**src/rtl/ising_run_ctrl.sv**
```systemverilog
// Batch run controller for an oscillator Ising core: reset, anneal, capture, hand off.
// Optional ISING_STABLE_CHECK_EN adds a one-cycle CHECK state that re-samples phase after capture.
module ising_run_ctrl #(
    parameter int N        = 3,
    parameter int RST_HOLD = 4
) (
    input  logic          clk,
    input  logic          axi_rstn,
    input  logic          start,
    input  logic          abort,
    input  logic [15:0]   num_runs,
    input  logic [31:0]   run_cycles,
    output logic          ising_rstn,
    input  logic [N-1:0]  phase,
    output logic          res_valid,
    input  logic          res_ready,
    output logic [N-1:0]  res_phase,
    output logic [15:0]   res_index,
    output logic          res_stable,
    output logic          busy,
    output logic          done
);

    typedef enum logic [2:0] {
        S_IDLE    = 3'd0,
        S_HOLD    = 3'd1,
        S_RUN     = 3'd2,
        S_CAPTURE = 3'd3,
`ifdef ISING_STABLE_CHECK_EN
        S_CHECK   = 3'd4,
`endif
        S_OUTPUT  = 3'd5,
        S_DONE    = 3'd6
    } state_t;

    state_t       state;
    state_t       next;
    logic         arm_q;
    logic         zero_q;
    logic [15:0]  runs_lat;
    logic [31:0]  cycles_lat;
    logic [7:0]   hold_cnt;
    logic [31:0]  run_cnt;
    logic         start_fire;
    logic         last_run;

    // start is taken into an arm flag first; the FSM leaves IDLE one edge later
    assign start_fire = (state == S_IDLE) && start && !arm_q;
    assign last_run   = (res_index == runs_lat - 16'd1);

    always_ff @(posedge clk or negedge axi_rstn) begin
        if (!axi_rstn) begin
            state <= S_IDLE;
        end else begin
            state <= next;
        end
    end

    always_comb begin
        next       = state;
        ising_rstn = 1'b0;
        res_valid  = 1'b0;
        busy       = 1'b1;
        done       = 1'b0;
        unique case (state)
            S_IDLE: begin
                busy = 1'b0;
                if (arm_q) begin
                    next = zero_q ? S_DONE : S_HOLD;
                end
            end
            S_HOLD: begin
                if (hold_cnt == 8'd1) begin
                    next = S_RUN;
                end
            end
            S_RUN: begin
                ising_rstn = 1'b1;
                if (run_cnt == 32'd1) begin
                    next = S_CAPTURE;
                end
            end
            S_CAPTURE: begin
                ising_rstn = 1'b1;
`ifdef ISING_STABLE_CHECK_EN
                next = S_CHECK;
`else
                next = S_OUTPUT;
`endif
            end
`ifdef ISING_STABLE_CHECK_EN
            S_CHECK: begin
                ising_rstn = 1'b1;
                next       = S_OUTPUT;
            end
`endif
            S_OUTPUT: begin
                res_valid = 1'b1;
                if (res_ready) begin
                    next = last_run ? S_DONE : S_HOLD;
                end
            end
            S_DONE: begin
                done = 1'b1;
                next = S_IDLE;
            end
            default: begin
                next = S_IDLE;
            end
        endcase
        if (abort && (state != S_IDLE)) begin
            next = S_IDLE;
        end
    end

    always_ff @(posedge clk or negedge axi_rstn) begin
        if (!axi_rstn) begin
            arm_q      <= 1'b0;
            zero_q     <= 1'b0;
            runs_lat   <= '0;
            cycles_lat <= '0;
        end else begin
            arm_q <= start_fire;
            if (start_fire) begin
                zero_q     <= (num_runs == 16'd0);
                runs_lat   <= num_runs;
                cycles_lat <= run_cycles;
            end
        end
    end

    // counters load on entry so every run restarts from the full count
    always_ff @(posedge clk or negedge axi_rstn) begin
        if (!axi_rstn) begin
            hold_cnt <= '0;
            run_cnt  <= '0;
        end else begin
            if ((next == S_HOLD) && (state != S_HOLD)) begin
                hold_cnt <= 8'(RST_HOLD);
            end else if (state == S_HOLD) begin
                hold_cnt <= hold_cnt - 8'd1;
            end
            if ((next == S_RUN) && (state != S_RUN)) begin
                run_cnt <= (cycles_lat == 32'd0) ? 32'd1 : cycles_lat;
            end else if (state == S_RUN) begin
                run_cnt <= run_cnt - 32'd1;
            end
        end
    end

    always_ff @(posedge clk or negedge axi_rstn) begin
        if (!axi_rstn) begin
            res_phase  <= '0;
            res_index  <= '0;
            res_stable <= 1'b0;
        end else begin
            if (start_fire && (num_runs != 16'd0)) begin
                res_index <= '0;
            end else if ((state == S_OUTPUT) && (next == S_HOLD)) begin
                res_index <= res_index + 16'd1;
            end
            if ((state == S_CAPTURE) && (next != S_IDLE)) begin
                res_phase <= phase;
`ifdef ISING_STABLE_CHECK_EN
                res_stable <= 1'b0;
`else
                res_stable <= 1'b1;
`endif
            end
`ifdef ISING_STABLE_CHECK_EN
            if ((state == S_CHECK) && (next != S_IDLE)) begin
                res_stable <= (phase == res_phase);
            end
`endif
        end
    end

endmodule

```
**config.mk**
```make
export PLATFORM = sky130hd
export DESIGN_NAME = ising_run_ctrl
export DESIGN_NICKNAME = d
export VERILOG_FILES = /design/src/rtl/ising_run_ctrl.sv
export SDC_FILE = /design/constraint.sdc
export NUM_CORES = 1
export LEC_CHECK = 0
export ABC_AREA = 1
export CAP_MARGIN = 15
export CORE_AREA = 2 2 109 190
export CTS_BUF_LIST = sky130_fd_sc_hd__clkbuf_2
export DETAILED_ROUTE_END_ITERATION = 10
export DIE_AREA = 0 0 111 192
export GPL_TIMING_DRIVEN = 1
export PLACE_DENSITY = 0.55
export SLEW_MARGIN = 20
export SYNTH_ARGS = -nofsm -noshare
export SYNTH_HDL_FRONTEND = slang
export SYNTH_SLANG_ARGS = --single-unit
```
**constraint.sdc**
```tcl
create_clock -name clk -period 3.9 [get_ports clk]
set_input_delay 0.39 -clock clk [delete_from_list [all_inputs] [get_ports clk]]
set_output_delay 0.39 -clock clk [all_outputs]
set_load 0.005 [all_outputs]
```
==> impl_results.md <==
- Yosys cell types: 39
- Family with the most delay on the worst path: simple AND/OR/NAND/NOR gates
- #FFs+latches synth: 113
- Fraction of layout cells with a size suffix above 1: 6.64%
- Post-Syn Area per Cell: 7.04 um2
- Largest net degree at the start of global routing: 59
- Status: finished clean
- CP Cell Sequence: inv_1, ha_1, nand2_2, nor2_4, nand3_1, nand2_1, nand3_1, nor2_1, nand3_1, nand2_1, nand2_2, a21oi_4, nand3_2, inv_2, nand2_1, nand3_1
- H-tree levels: 4
- Die Span Y: 192 um
- Bufs on Longest Clock Path: 2
- RSZ-0062 raised after global routing: false
- CP Class: flop to flop
- Wirelength per Cell: 14.3 um
- First-pass GRT wire length: 30800 um
- Antenna viol nets, final: 0
- I/O pin count: 80
- Post-synthesis cell count: 963
- Leak pwr: 4.05 nW
- Period Utilization, post-route: 74.1%
- Clk slew on worst S/H paths: 0.20 ns
- Fin nets: 1104
- Minimum clock period: 2.89 ns
- Vias in the first global route: 6253
- Hold_ws: 0.219 ns
- Max_slew headroom: 49.9%
- CP max-delay cell: dfrtp_1
- Final Power: 0.00565 W
- Startpoint Class: flop
- CP most frequent cell: nand3_1
- Tot GR Track Use: 18.5%
- Pwr/cell area: 701 mW/mm2
- WP data arrival: 3.51 ns
- Clock Skew: 0.0448 ns
- Post-synth net total: 1025
- Syn-to-layout area delta: 18.8%
- Measured slew at the worst slew-check pin: 0.744 ns
- Setup Total Neg Slack: 0 ns
- Die footprint: 0.0213 mm2
- Initial antenna violation count: 1
- Final Hold Fails: 0
- Root buf cell: clkbuf_2
- CP max FO: 20
- Die span in x: 111 um
- Final routed DRC violation total: 0
- Slew Limit Fails: 0
- Worst path max stage delay: 0.43 ns
- Worst VDD drop: 0.244 mV
- Num CTS Buffers: 17
- YS warnings: 0
- Worst path required time: 4.52 ns
- Hold Crit Class: primary input to flop
- Register area share after synthesis: 41.7%
- Row count: 68
- Final Wtd Congestion: 0.844
- Drt total wl: 18600 um
- Critical path buffers and inverters: 2
- Post-DP HPWL: 14200 um
- GRT overflow: 0
- Vias post-DR: 6140
- Initial Utilization: 34.5%
- Max frequency: 346 MHz
- IO Port Bufs: 79
- Initial drt markers: 362
- Max Cap Violations: 0
- Core ar.: 0.0197 mm2
- Via-to-Cell Ratio: 4.72
- CTS Sinks: 113
- TritonCTS clock tree: built
- CP Capture Type: flop
- Drt pass-1 iters: 5
- Clk_lat worst skew: 0.70 ns
- Postcts setup bufs: 0
- # setup viols final: 0
- Synth Cell Area: 0.00678 mm2
-- layout make-up --
type                       count  area [um2]
inverter                     131         492
tap                          245         307
timing repair buffer          86         856
sequential                   113        2830
antenna                        1        2.50
clock buffer                  17        85.1
clock inverter                15         161
fill                        2065       11600
multi-input combinational    693        3320
-- cell families after synthesis --
family	after synthesis	synth area share (%)
AO/OA/AOI/OAI	71	5.59
flip-flops	113	41.7
AND/OR/NAND/NOR	582	37.9
buffers and inverters	157	9.30
XOR/XNOR	34	4.39
adder cells (fa/ha/maj)	6	1.11
-- what timing repair did --
| item | CTS | global route |
|---|---|---|
| hold endpoints to repair | 55 | 0 |
| hold buffers | 1 | 0 |
| resized for setup | 0 | 0 |
| endpoints found under the setup margin | 0 | 0 |
-- path summary, 6_finish.rpt --
path | startpoint | end | slack (ns) | cells past startpoint
setup / recovery | runs_lat[0] | run_cnt[10] | 1.01 | 16
hold / removal | run_cycles[31] | cycles_lat[31] | 0.22 | 3
setup reg to reg | runs_lat[0] | run_cnt[10] | 1.01 | 16
hold reg to reg | res_stable | res_stable | 0.49 | 2
max in group asynchronous | axi_rstn | state[2] | 2.83 | 3
min in group asynchronous | axi_rstn | runs_lat[8] | 0.28 | 2
-- metal layers --
metal | vias up | wire, um | track usage [%]
met5 | - | 0 | 0
met1 | 2789 | 7080 | 18.1
li1 | 3187 | - | -
met4 | 0 | 836 | 10.7
met2 | 124 | 10200 | 36.5
met3 | 40 | 459 | 2.68
-- placed cells by master, fill, tap and decap left out, drive strengths merged --
cell           netlist  layout
clkdlybuf4s50        0      78
o31ai                1       1
clkbuf              15      17
nor4                 7       7
xor2                22      22
inv                128     131
clkinv               3       9
ha                   6       6
o22ai                1       1
buf                 11       7
nand2              324     324
nor4b                1       1
nor2               100     100
a211oi               1       1
xnor2               12      12
a21boi               1       1
o21ai               60      60
diode                0       1
dfrtp              113     113
or2                  6       6
a21oi                7       7
and2                 1       1
bufinv               0       2
clkinvlp             0       4
nand3               87      87
nor3                15      15
and3                 1       1
nand4               30      30
nand3b              10      10
dlygate4sd3          0       1
-- per-stage QoR --
stage	setup WS (ns)	std cells	utilization [%]	cell area (um2)
after floorplan	1.60	963	-	6780
after global placement	1.09	1267	39.6	7790
after detailed placement	1.03	1267	39.6	7790
after CTS	0.974	1300	41.0	8050
after global routing	0.539	1301	41.0	8050
final	1.01	1301	41.0	8050
-- cells in the mapped netlist (all sizes together) --
library cell,instances,area share (%)
and2,1,0.092
nor2,100,6.4
dfrtp,113,42
nand4,30,2.8
nand3,87,6.5
a211oi,1,0.11
inv,128,7.1
and3,1,0.092
xnor2,12,1.6
nor4,7,0.65
buf,11,1.2
a21boi,1,0.11
clkbuf,15,0.83
nand2,324,19
a21oi,7,0.68
o21ai,60,4.5
nor3,15,1.1
xor2,22,2.8
nand3b,10,1.1
clkinv,3,0.17
ha,6,1.1
nor4b,1,0.13
o31ai,1,0.11
or2,6,0.55
o22ai,1,0.092
-- sequential cells by signal (all words and copies together), names as in the netlist --
register,count
cycles_lat,32
zero_q,1
state,3
res_index,16
run_cnt,32
hold_cnt,8
res_stable,1
runs_lat,16
res_phase,3
arm_q,1
-- worst register-to-register path, stage by stage (launching register included) --
cell,delay (ns)
dfrtp_1,0.43
inv_1,0.13
ha_1,0.27
nand2_2,0.14
nor2_4,0.18
nand3_1,0.08
nand2_1,0.09
nand3_1,0.08
nor2_1,0.09
nand3_1,0.07
nand2_1,0.09
nand2_2,0.08
a21oi_4,0.26
nand3_2,0.26
inv_2,0.38
nand2_1,0.11
nand3_1,0.10
-- report_power, final --
group          leakage, nW  internal, W  switching, W  total (W)
registers             1.44      0.00163      0.000444    0.00207
logic                 2.47     0.000939       0.00181    0.00275
clock network        0.137     0.000300      0.000524   0.000824
total                 4.05      0.00287       0.00278    0.00565
Power figures use the tool's default switching activity.
